**config.mk**
```make
export PLATFORM = sky130hd
export DESIGN_NAME = pc_fetch_unit
export DESIGN_NICKNAME = d
export VERILOG_FILES = /design/src/rtl/pc_fetch_unit_pkg.sv /design/src/rtl/pc_fetch_unit_target.sv /design/src/rtl/pc_fetch_unit.sv
export SDC_FILE = /design/constraint.sdc
export NUM_CORES = 1
export LEC_CHECK = 0
export CORE_MARGIN = 2
export CORE_UTILIZATION = 40
export DETAILED_ROUTE_END_ITERATION = 8
export MAX_ROUTING_LAYER = met4
export PLACE_DENSITY_LB_ADDON = 0.2
export SYNTH_ARGS = -nofsm -noshare
export SYNTH_HDL_FRONTEND = slang
export SYNTH_HIERARCHICAL = 1
export SYNTH_SLANG_ARGS = --single-unit
```
**constraint.sdc**
```tcl
create_clock -name clk -period 3.2 [get_ports clk]
set_clock_uncertainty 0.05 [all_clocks]
set_input_delay 0.48 -clock clk [delete_from_list [all_inputs] [get_ports clk]]
set_output_delay 0.48 -clock clk [all_outputs]
set_load 0.05 [all_outputs]
```
**src/rtl/pc_fetch_unit_pkg.sv**
```systemverilog
// Shared definitions for the PC fetch unit: redirect selects, FSM encoding and
// the 16-bit adder used for every PC addition.
package pc_fetch_unit_pkg;

  localparam int ADD_W = 16;

  localparam logic [1:0] SEL_SEQ = 2'b00;
  localparam logic [1:0] SEL_ABS = 2'b01;
  localparam logic [1:0] SEL_REL = 2'b10;
  localparam logic [1:0] SEL_ILL = 2'b11;

  localparam logic [ADD_W-1:0] PC_INC = 16'd4;

  typedef enum logic [1:0] {
    IDLE = 2'd0,
    REQ  = 2'd1,
    HOLD = 2'd2
  } state_t;

  // Modulo-2^16 add; two's-complement offsets wrap naturally.
  function automatic logic [ADD_W-1:0] add16(input logic [ADD_W-1:0] a,
                                             input logic [ADD_W-1:0] b);
    return a + b;
  endfunction

endpackage

```
**src/rtl/pc_fetch_unit_target.sv**
```systemverilog
// Redirect target calculation: sequential, absolute or PC-relative target,
// word-aligned, with illegal-select and misalignment flags. Purely combinational.
module pc_target_calc
  import pc_fetch_unit_pkg::*;
#(
  parameter int AW = 16
) (
  input  logic [AW-1:0] redir_pc_i,
  input  logic [AW-1:0] redir_addr_i,
  input  logic [1:0]    redir_sel_i,
  output logic [AW-1:0] target_o,
  output logic          illegal_o,
  output logic          misaligned_o
);

  logic [AW-1:0] seq_pc;
  logic [AW-1:0] raw_target;

  assign seq_pc = add16(redir_pc_i, PC_INC);

  always_comb begin
    raw_target = seq_pc;
    case (redir_sel_i)
      SEL_SEQ: raw_target = seq_pc;
      SEL_ABS: raw_target = redir_addr_i;
      SEL_REL: raw_target = add16(seq_pc, redir_addr_i);
      default: raw_target = seq_pc;
    endcase
  end

  assign illegal_o    = (redir_sel_i == SEL_ILL);
  assign misaligned_o = !illegal_o && (raw_target[1:0] != 2'b00);
  assign target_o     = {raw_target[AW-1:2], 2'b00};

endmodule

```
**src/rtl/pc_fetch_unit.sv**
```systemverilog
// PC register plus single-outstanding imem fetch; data reaches decode the cycle after ack.
// Decode stalls by holding inst_ready low (no new fetch until accepted); redirects override all.
module pc_fetch_unit
  import pc_fetch_unit_pkg::*;
#(
  parameter int            AW       = 16,
  parameter int            IW       = 32,
  parameter logic [AW-1:0] RESET_PC = 16'h0000
) (
  input  logic          clk,
  input  logic          rst,
  output logic          imem_req,
  output logic [AW-1:0] imem_addr,
  input  logic          imem_ack,
  input  logic [IW-1:0] imem_rdata,
  output logic          inst_valid,
  output logic [IW-1:0] inst_data,
  output logic [AW-1:0] inst_pc,
  input  logic          inst_ready,
  input  logic          redir_valid,
  input  logic [1:0]    redir_sel,
  input  logic [AW-1:0] redir_pc,
  input  logic [AW-1:0] redir_addr,
  output logic          fetch_err
);

  state_t        state_q, state_d;
  logic [AW-1:0] pc_q, pc_d;
  logic [AW-1:0] addr_q, addr_d;
  logic          squash_q, squash_d;
  logic          valid_q, valid_d;
  logic [IW-1:0] data_q, data_d;
  logic [AW-1:0] ipc_q, ipc_d;
  logic          err_q, err_d;

  logic [AW-1:0] target;
  logic          illegal;
  logic          misaligned;
  logic          take_redir;

  pc_target_calc #(.AW(AW)) u_target (
    .redir_pc_i   (redir_pc),
    .redir_addr_i (redir_addr),
    .redir_sel_i  (redir_sel),
    .target_o     (target),
    .illegal_o    (illegal),
    .misaligned_o (misaligned)
  );

  assign take_redir = redir_valid && !illegal;

  always_comb begin
    state_d  = state_q;
    pc_d     = pc_q;
    squash_d = squash_q;
    valid_d  = valid_q;
    data_d   = data_q;
    ipc_d    = ipc_q;
    err_d    = err_q | (redir_valid & (illegal | misaligned));

    case (state_q)
      IDLE: begin
        state_d = REQ;
        if (take_redir) pc_d = target;
      end
      REQ: begin
        if (imem_ack) begin
          if (take_redir) begin
            pc_d     = target;
            squash_d = 1'b0;
          end else if (squash_q) begin
            squash_d = 1'b0;
          end else begin
            data_d  = imem_rdata;
            ipc_d   = addr_q;
            valid_d = 1'b1;
            pc_d    = add16(pc_q, PC_INC);
            state_d = HOLD;
          end
        end else if (take_redir) begin
          pc_d     = target;
          squash_d = 1'b1;
        end
      end
      HOLD: begin
        if (take_redir) begin
          valid_d = 1'b0;
          pc_d    = target;
          state_d = REQ;
        end else if (inst_ready) begin
          valid_d = 1'b0;
          state_d = REQ;
        end
      end
      default: state_d = IDLE;
    endcase

    // The issued address must not move while a request is still waiting for its ack.
    addr_d = ((state_q == REQ) && !imem_ack) ? addr_q : pc_d;
  end

  always_ff @(posedge clk) begin
    if (rst) begin
      state_q  <= IDLE;
      pc_q     <= RESET_PC;
      addr_q   <= RESET_PC;
      squash_q <= 1'b0;
      valid_q  <= 1'b0;
      data_q   <= '0;
      ipc_q    <= '0;
      err_q    <= 1'b0;
    end else begin
      state_q  <= state_d;
      pc_q     <= pc_d;
      addr_q   <= addr_d;
      squash_q <= squash_d;
      valid_q  <= valid_d;
      data_q   <= data_d;
      ipc_q    <= ipc_d;
      err_q    <= err_d;
    end
  end

  assign imem_req   = (state_q == REQ);
  assign imem_addr  = addr_q;
  assign inst_valid = valid_q;
  assign inst_data  = data_q;
  assign inst_pc    = ipc_q;
  assign fetch_err  = err_q;

endmodule

```
==> qor.yml, run 1 <==
path_clk_slew_ns: 0.06
die_y_um: 116
drv_cap: 0
wl_per_cell_um: 15.8
seq_area_frac_synth_pct: 34.0
ys.flop_type: "dfxtp_1"
cts_made_buffers: 9
synth.area.top_cells: "dfxtp_1 34%, nand2_1 9.5%, a21oi_1 7.7%"
synthDistinctLibCells: 74
met2_length_um: 7700
cts_buffer_depth: 2
period_needed_ns: 3.06
die_w_um: 116
crit_slowest_cell: "clkdlybuf4s50_1"
yosysMostFrequentCell: "nand2_1"
coreArea_mm2: 0.0121
combPwrFrac_pct: 29.4
drive_above_1_share_pct: 19.8
clk_latency_ns: 0.33
vias_per_cell: 5.32
synth-edff-count: 0
first_global_vias: 5151
top_layer_used: "met4"
fin_cells: 1002
syn_inst: 635
syn2layout_area_growth_pct: 50.3
fin_nets: 924
syn_area_mm2: 0.00500
portBuffers: 137
hp-class: "reg -> reg"
worst_path_most_repeated_cell: "a21oi_2"
htree_levels: 3
multiInputGateArea_mm2: 0.00320
cp.arrival_ns: 3.27
clock_sinks: 85
fmaxAchievable_ghz: 0.327
cpPeakStageDelay_ns: 0.44
switching_share_pct: 30.6
synth_warnings: 6
start_util_pct: 41.3
dp_cells: 972
vias: 5330
start_kind: "input pin"
drt_iter0_drc: 306
setup_tns_ns: 0
boundaryPins: 138
seqCellArea_mm2: 0.00170
required_ns: 3.41
antenna_left: 0
hold_viol: 0
grt_start_max_net_pins: 30
wl_met3_um: 995
syn_avg_cell_area_um2: 7.87
finalPower_mw: 3.38
setup.worst_path.class: "in -> reg"
fill_cells: 1124
antenna_found_initial: 0
pwr-share-seq_pct: 35.0
async_reset_ff_share_pct: 0
switching_power_mw: 1.03
dieArea_mm2: 0.0134
holdWs_ns: 0.401
power_leakage_nw: 2.88
globalplace.congestion: 0.922
drc: 0
intPower_mw: 2.35
wirelength_um: 15800
cts_tree: "built"
wl_met1_um: 6830
pwr-share-clk_pct: 35.7
worst_pin_slew_ns: 0.605
synth_top_area_cell: "dfxtp_1"
p_per_area_mw_per_mm2: 450
max-slew-margin-rel_pct: 59.3
firstDrtPassIters: 5
cp_max_fo: 3
yosys-top-cells-count: "126 x nand2_1, 85 x dfxtp_1, 77 x a21oi_1, 51 x nor2_1"
worstPathCellList: "clkdlybuf4s50_1 -> ha_1 -> fa_1 -> a21oi_2 -> o221ai_2 -> a21oi_2 -> o21ai_1 -> xnor2_1 -> o22ai_2 -> a32oi_2 -> a211o_1 -> a31oi_1"
ys_ff_latch: 85
cp-end-kind: "flip-flop"
status: "completed"
n_antenna_cell: 0
drv_slew: 0
period_share_pct: 95.5
synth_top_area_share_pct: 34.0
rows: 40
track_usage_pct: 24.2
grt_setup_unrepaired: "yes"
grt_pass1_wl_um: 25300
setup_viol: 0
grt-ovfl-total: 0
cts_root_buf: "clkbuf_16"
hpwl_um: 11900
peakVddDrop_v: 0.000266
## power by group through the flow
stage,registers (mW),clock network (mW),logic [mW]
after global placement,1.20,0,0.924
final,1.18,1.21,0.994
after global routing,1.19,1.26,1.07
after detailed placement,1.20,0,0.936
after floorplan,1.33,0,0.428
after CTS,1.18,1.22,0.970
## cell families (layout without fill, tap and decap cells)
family	count (synthesis)	in the layout	share of synthesized area, %
and+or+nand+nor	263	263	24.5
AOI/OAI and AO/OA	176	176	23.0
DFF	85	85	34.0
buffers and inverters	52	250	5.91
adders and majority gates	24	24	6.16
xor gates and xnor gates	24	24	4.21
muxes	10	10	2.13
other	1	2	0.0750
## final cells by class
cell class | instances | share of cell area, %
clock buffers | 11 | 3.23
clock inverters | 5 | 1.42
inverters | 13 | 0.649
multi-input cells | 499 | 42.6
flip-flops and latches | 85 | 22.6
well taps | 168 | 2.80
repair buffers | 221 | 26.6
## through the flow
stage	util, %	setup WS (ns)	area [um^2]
floorplan	-	0.0649	5000
global placement	56.7	-0.640	6870
detailed placement	56.7	-0.738	6870
CTS	61.3	0.00224	7420
global route	62.0	-0.0737	7510
finish	62.0	0.143	7510
## cells in the final DEF, fill, tap and decap left out, types with 4 or more instances in the layout
| master | count |
|---|---|
| and3_1 | 5 |
| nand2_1 | 125 |
| nand3_1 | 14 |
| nand3b_1 | 7 |
| nand2b_1 | 9 |
| nand4_1 | 5 |
| dlygate4sd2_1 | 7 |
| ha_1 | 19 |
| a21oi_2 | 9 |
| nor2_1 | 49 |
| o21ai_0 | 21 |
| dfxtp_1 | 85 |
| xnor2_1 | 11 |
| buf_4 | 83 |
| a211oi_1 | 5 |
| mux2i_1 | 7 |
| xor2_1 | 9 |
| nor4_1 | 5 |
| a221oi_1 | 5 |
| inv_1 | 13 |
| a21oi_1 | 71 |
| nor3_1 | 11 |
| a22oi_1 | 7 |
| clkbuf_16 | 9 |
| nand3_2 | 8 |
| o21ai_1 | 4 |
| a21o_1 | 5 |
| clkdlybuf4s50_1 | 125 |
| a211oi_2 | 4 |
| buf_6 | 4 |
## metal layers
metal	vias to the layer above	GRT usage, %
li1	2633	-
met1	2496	30.2
met2	177	40.1
met3	24	3.92
met4	0	7.86
met5	-	-
## worst max-delay path: cells and delay by family
family	cells	cell delay, ns
AO/OA/AOI/OAI	8	1.54
adder cells (fa/ha/maj)	2	0.66
buffers and inverters	1	0.44
XOR/XNOR	1	0.14
## flip-flops by register name, indices dropped and copies added, names as in the netlist
signal / flops
inst_valid: 1
squash_q: 1
fetch_err: 1
state_q: 2
pc_q: 16
imem_addr: 16
inst_data: 32
inst_pc: 16
## worst paths after layout
check                     startpoint  cells after the start  slack (ns)                    endpoint
max reg2reg       pc_q[2]$_SDFF_PP0_                      6        1.06  imem_addr[12]$_SDFFE_PP0N_
max                      redir_pc[0]                     12        0.14  imem_addr[14]$_SDFFE_PP0N_
min          inst_pc[4]$_SDFFE_PP0P_                      2        0.40     inst_pc[4]$_SDFFE_PP0P_
min reg2reg  inst_pc[4]$_SDFFE_PP0P_                      2        0.40     inst_pc[4]$_SDFFE_PP0P_
## timing repair
action / in CTS / in global routing
pin swaps: 21 / 13
cloned: 0 / 0
hold buffers: 0 / 0
setup endpoints to repair: 11 / 14
buffers inserted: 12 / 2
resized for setup: 34 / 34
Power figures use the tool's default switching activity.
==> run 2: changes to the inputs <==
--- a/config.mk
+++ b/config.mk
@@ -5,7 +5,6 @@
 export SDC_FILE = /design/constraint.sdc
 export NUM_CORES = 1
 export LEC_CHECK = 0
-export CORE_MARGIN = 2
 export CORE_UTILIZATION = 40
 export DETAILED_ROUTE_END_ITERATION = 8
 export MAX_ROUTING_LAYER = met4
==> run 2 against run 1 <==
Register-to-register slack got worse by 0.02 ns. Sequential power about the same. Critical path depth up 3. Hold slack about the same. Global-route usage increased by 1.1 points. Worst setup slack got worse by 0.0075 ns. Combinational power is 0.8% lower. Flip-flop and latch count did not move. Non-clock buffer count grew 3. Count of clock-buffer cells in the layout shrank 1.
==> qor.yml, run 2 (synthesis gave the netlist of run 1 again) <==
drive_above_1_share_pct: 19.6  # -0.19 points
r2r-start: "pc_q[2]$_SDFF_PP0_"
hp-class: "reg -> reg"
drv_cap: 0  # unchanged
finalPower_mw: 3.41  # +0.74%
htree_levels: 3  # unchanged
status: "completed"
drt_iter0_drc: 404  # +32%
die_w_um: 114  # -1.7%
period_needed_ns: 3.07  # +0.00753 ns
cp.arrival_ns: 3.30  # +0.03 ns
fin_nets: 927  # +0.32%
first_global_vias: 5059  # -1.8%
crit_slowest_cell: "ha_1"
drc: 0  # unchanged
layout_commonest_cell: "nand2_1"
n_antenna_cell: 0  # unchanged
worstPathCellList: "dlygate4sd2_1 -> nand3_2 -> nor3_4 -> xor2_2 -> ha_1 -> a211oi_2 -> and3b_1 -> or2b_1 -> o21a_2 -> a21o_1 -> nand3_2 -> mux2i_1 -> o221ai_1 -> nand3_1 -> a21oi_2"
final_cell_mix: "126 x nand2_1, 124 x clkdlybuf4s50_1, 86 x buf_4"
start_util_pct: 41.3  # unchanged
cpPeakStageDelay_ns: 0.28  # -0.16 ns
setup.worst_path.class: "in -> reg"
wl_per_cell_um: 15.9  # +0.45%
preCtsSetupSlack_ns: -0.761  # -0.0230 ns
dieArea_mm2: 0.0129  # -3.4%
drv_slew: 0  # unchanged
rows: 40  # unchanged
portBuffers: 137  # unchanged
die_y_um: 114  # -1.7%
cts_tree: "built"
period_share_pct: 95.8  # +0.24 points
coreArea_mm2: 0.0121  # unchanged
timing.final.ws_setup_ns: 0.135  # -0.00753 ns
start_kind: "input pin"
fmaxAchievable_ghz: 0.326  # -0.25%
clock_sinks: 85  # unchanged
max-slew-margin-rel_pct: 54.5  # -4.8 points
hpwl_um: 12000  # +0.57%
vias: 5351  # +0.39%
path_clk_slew_ns: 0.07  # about the same
final_util_pct: 61.9  # -0.18 points
cts_made_buffers: 9  # unchanged
worst_pin_slew_ns: 0.683  # +0.0775 ns
largest_register_ffs: 32  # unchanged
hold_start: "fetch_err$_SDFF_PP0_"
worst_path_most_repeated_cell: "nand3_2"
cp_max_fo: 3  # unchanged
grt-ovfl-total: 0  # unchanged
vias_per_cell: 5.32  # about the same
grt_pass1_wl_um: 25300  # +0.14%
antenna_found_initial: 0  # unchanged
power_leakage_nw: 2.91  # +1.1%
hold_viol: 0  # unchanged
boundaryPins: 138  # unchanged
cp-startpoint: "redir_pc[6]"
antenna_left: 0  # unchanged
grt_start_max_net_pins: 51  # +70%
fill_cells: 1128  # +0.36%
setup_viol: 0  # unchanged
required_ns: 3.43  # +0.02 ns
firstDrtPassIters: 5  # unchanged
p_per_area_mw_per_mm2: 455  # +1.0%
cp-end-kind: "flip-flop"
syn2layout_area_growth_pct: 49.9
track_usage_pct: 25.3  # +1.1 points
grt_setup_unrepaired: "yes"
clk_latency_ns: 0.34  # about the same
peakVddDrop_v: 0.000285  # +6.9%
globalplace.congestion: 0.931  # +1.0%
wirelength_um: 15900  # +0.75%
cts_root_buf: "clkbuf_16"
cts_buffer_depth: 2  # unchanged
==> run 2: cell types whose count changed in the layout (fill, tap and decap cells not counted), sizes merged <==
cell,delta
clkbuf,+3
inv,+1
dlymetal6s2s,+1
clkinvlp,+1
dlygate4sd2,-4
clkinv,-1
clkdlybuf4s50,-1
buf,+3
==> run 2: what timing repair did <==
action | CTS | global route
hold buffers | 0 | 0
setup buffers | 9 | 7
gates resized for setup | 32 | 35
gates cloned | 0 | 0
pin swaps | 26 | 15
setup endpoints to repair | 11 | 11
==> run 2: through the flow <==
step,instance area (um^2),hold slack [ns],std cells,setup TNS [ns]
3_3_place_gp,6900,0.388,974,-7.14
6_report,7490,0.402,1005,0
3_5_place_dp,6900,0.395,974,-8.71
5_1_grt,7490,0.425,1005,-0.0626
4_1_cts,7380,0.405,998,0
2_1_floorplan,5000,0.407,636,0
==> run 2: final cells by class <==
type	count	area [um^2]	share of cell area (%)
clock inverters	6	118	1.57
flip-flops and latches	85	1700	22.7
clock buffers	10	239	3.19
inverters	13	48.8	0.651
well taps	168	210	2.81
multi-input cells	499	3160	42.1
repair buffers	224	2020	26.9
==> run 2: worst max-delay path: cells and delay by family <==
| kind | cells | cell delay [ns] |
|---|---|---|
| adders and majority gates | 1 | 0.28 |
| and+or+nand+nor | 6 | 0.98 |
| AOI/OAI and AO/OA | 5 | 1.01 |
| muxes | 1 | 0.09 |
| buffers and inverters | 1 | 0.26 |
| xor gates and xnor gates | 1 | 0.19 |
==> run 2: layer usage <==
metal	track usage, %	part of all wire, %
met1	32.1	45
met2	41.5	48
met3	3.93	5.8
met4	8.14	1.2
met5	-	0
==> run 2: worst paths after layout <==
path / cells past startpoint / slack (ns) / endpoint
max: 15 / 0.13 / imem_addr[15]$_SDFFE_PP0N_
min: 2 / 0.40 / fetch_err$_SDFF_PP0_
max reg2reg: 6 / 1.04 / imem_addr[12]$_SDFFE_PP0N_
min reg2reg: 2 / 0.40 / fetch_err$_SDFF_PP0_
==> run 2: power by group <==
group          switching [mW]  leakage, nW  internal [mW]
combinational           0.549         2.05          0.437
clock                   0.448        0.171          0.792
sequential             0.0621        0.694           1.12
==> run 3: changes to the inputs <==
--- a/config.mk
+++ b/config.mk
@@ -7,8 +7,9 @@
 export LEC_CHECK = 0
 export CORE_UTILIZATION = 40
 export DETAILED_ROUTE_END_ITERATION = 8
+export GPL_TIMING_DRIVEN = 0
 export MAX_ROUTING_LAYER = met4
-export PLACE_DENSITY_LB_ADDON = 0.2
+export PLACE_DENSITY_LB_ADDON = 0.1
 export SYNTH_ARGS = -nofsm -noshare
 export SYNTH_HDL_FRONTEND = slang
 export SYNTH_HIERARCHICAL = 1
==> run 3 against run 2 <==
Sequential power barely moved. Sequential share of layout area rose by 0.46 points. Clock power fell by 10%. Register-to-register slack got worse by 0.02 ns. Final cell count fell by 3.1%. Combinational power fell by 1%. Die area did not move. Count of clock-buffer cells in the layout did not move. Via count fell by 2.5%. First-iteration DRC count fell by 8.2%. Worst setup slack got worse by 0.040 ns. Non-clock buffer count fell by 31. Critical endpoint is now imem_addr[13]$_SDFFE_PP0N_.
==> qor.yml, run 3 (synthesis gave the netlist of run 1 again) <==
setup_viol: 0  # unchanged
p_per_area_mw_per_mm2: 444  # -2.4%
cp-end-kind: "flip-flop"
hpwl_um: 11800  # -1.6%
cp_max_fo: 3  # unchanged
globalplace.congestion: 0.938  # +0.70%
timing.final.ws_setup_ns: 0.0947  # -0.0403 ns
setup.worst_path.class: "in -> reg"
cts_buffer_depth: 2  # unchanged
fin_nets: 896  # -3.3%
dieArea_mm2: 0.0129  # unchanged
portBuffers: 136  # -0.73%
die_w_um: 114  # unchanged
drc: 0  # unchanged
cp.arrival_ns: 3.31  # about the same
cts_tree: "built"
worst_pin_slew_ns: 0.656  # -0.0263 ns
antenna_found_initial: 0  # unchanged
drv_cap: 0  # unchanged
wirelength_um: 16000  # +0.21%
required_ns: 3.40  # -0.03 ns
cts_made_buffers: 9  # unchanged
period_share_pct: 97.0  # +1.3 points
hold_viol: 0  # unchanged
path_clk_slew_ns: 0.06  # about the same
clk_latency_ns: 0.34  # about the same
layout_commonest_cell: "nand2_1"
start_util_pct: 41.3  # unchanged
grt_start_max_net_pins: 15  # -71%
fin_cells: 974  # -3.1%
status: "completed"
htree_levels: 3  # unchanged
hp-class: "in -> reg"
firstDrtPassIters: 5  # unchanged
final_cell_mix: "125 x nand2_1, 124 x clkdlybuf4s50_1, 85 x dfxtp_1"
peakVddDrop_v: 0.000333  # +17%
start_kind: "input pin"
vias_per_cell: 5.36  # +0.60%
rrSetupSlack_ns: 1.02  # -0.02 ns
drive_above_1_share_pct: 16.5  # -3.1 points
max-slew-margin-rel_pct: 56.2  # +1.8 points
grt-ovfl-total: 0  # unchanged
setup_tns_ns: 0  # unchanged
vias: 5217  # -2.5%
first_global_vias: 4927  # -2.6%
antenna_left: 0  # unchanged
n_antenna_cell: 0  # unchanged
grt_pass1_wl_um: 25000  # -1.3%
boundaryPins: 138  # unchanged
drt_iter0_drc: 371  # -8.2%
drv_slew: 0  # unchanged
largest_register_ffs: 32  # unchanged
wl_per_cell_um: 16.4  # +3.4%
cts_root_buf: "clkbuf_16"
coreArea_mm2: 0.0121  # unchanged
rows: 40  # unchanged
power_leakage_nw: 2.70  # -7.1%
holdBufCountCts: 0  # unchanged
dp_cells: 940  # -3.5%
track_usage_pct: 25.3  # -0.065 points
fmaxAchievable_ghz: 0.322  # -1.3%
die_y_um: 114  # unchanged
preCtsSetupSlack_ns: -1.06  # -0.295 ns
clock_sinks: 85  # unchanged
syn2layout_area_growth_pct: 46.9
period_needed_ns: 3.11  # +0.0403 ns
## run 3: cell types whose count changed in the layout (fill, tap and decap cells not counted), sizes merged
cell / delta
clkinv: +4
dlygate4sd2: -3
buf: -56
bufinv: -1
clkinvlp: -1
inv: -2
clkbuf: +28
## run 3: area by class of cell
class / count / area, um^2
fill: 1131 / 4770
multi-input combinational: 499 / 3360
sequential: 85 / 1700
timing repair buffer: 155 / 1460
buffer: 38 / 243
clock buffer: 10 / 229
tap: 168 / 210
clock inverter: 6 / 87.6
inverter: 13 / 48.8
## run 3: per-layer routing
| metal | part of all wire [%] | up-vias | routed length [um] | global-route usage, % |
|---|---|---|---|---|
| met5 | 0 | - | 0 | - |
| met4 | 1.4 | 0 | 219 | 6.93 |
| met3 | 5.8 | 20 | 928 | 4.89 |
| met2 | 48 | 167 | 7610 | 40.3 |
| met1 | 45 | 2459 | 7220 | 32.7 |
| li1 | - | 2571 | - | - |
## run 3: worst paths after layout
path / from / to / depth (start not counted)
hold / removal: imem_ack / imem_addr[14]$_SDFFE_PP0N_ / 2
setup / recovery: redir_pc[1] / imem_addr[13]$_SDFFE_PP0N_ / 12
hold reg to reg: inst_data[25]$_SDFFE_PP0P_ / inst_data[25]$_SDFFE_PP0P_ / 2
setup reg to reg: pc_q[2]$_SDFF_PP0_ / imem_addr[12]$_SDFFE_PP0N_ / 6
## run 3: timing repair
item | in CTS | in global routing
pin swaps | 17 | 29
endpoints found under the setup margin | 13 | 12
cloned | 0 | 0
buffers inserted | 11 | 8
gates resized for setup | 50 | 59
## run 3: critical path: stages
cell             delay, ns
clkdlybuf4s50_1       0.58
ha_4                  0.25
a211oi_4              0.32
o21ai_2               0.16
a31oi_4               0.24
o21ai_2               0.10
mux2_4                0.31
o22ai_4               0.17
mux2i_1               0.13
a211oi_2              0.24
a221oi_2              0.07
a211oi_1              0.25
## run 3: per-stage QoR
step / power, mW / hold slack (ns) / cell area (um^2) / util [%]
floorplan: 1.75 / 0.407 / 5000 / -
global placement: 2.06 / 0.384 / 6570 / 54.3
detailed placement: 2.07 / 0.396 / 6570 / 54.3
CTS: 3.22 / 0.356 / 7130 / 58.9
global route: 3.40 / 0.385 / 7340 / 60.6
finish: 3.26 / 0.366 / 7340 / 60.6
## run 3: where the power goes
group          internal (mW)  switching, mW  leakage (nW)
Clock                  0.684          0.424         0.156
Combinational          0.408          0.568          1.85
Sequential              1.12         0.0570         0.694
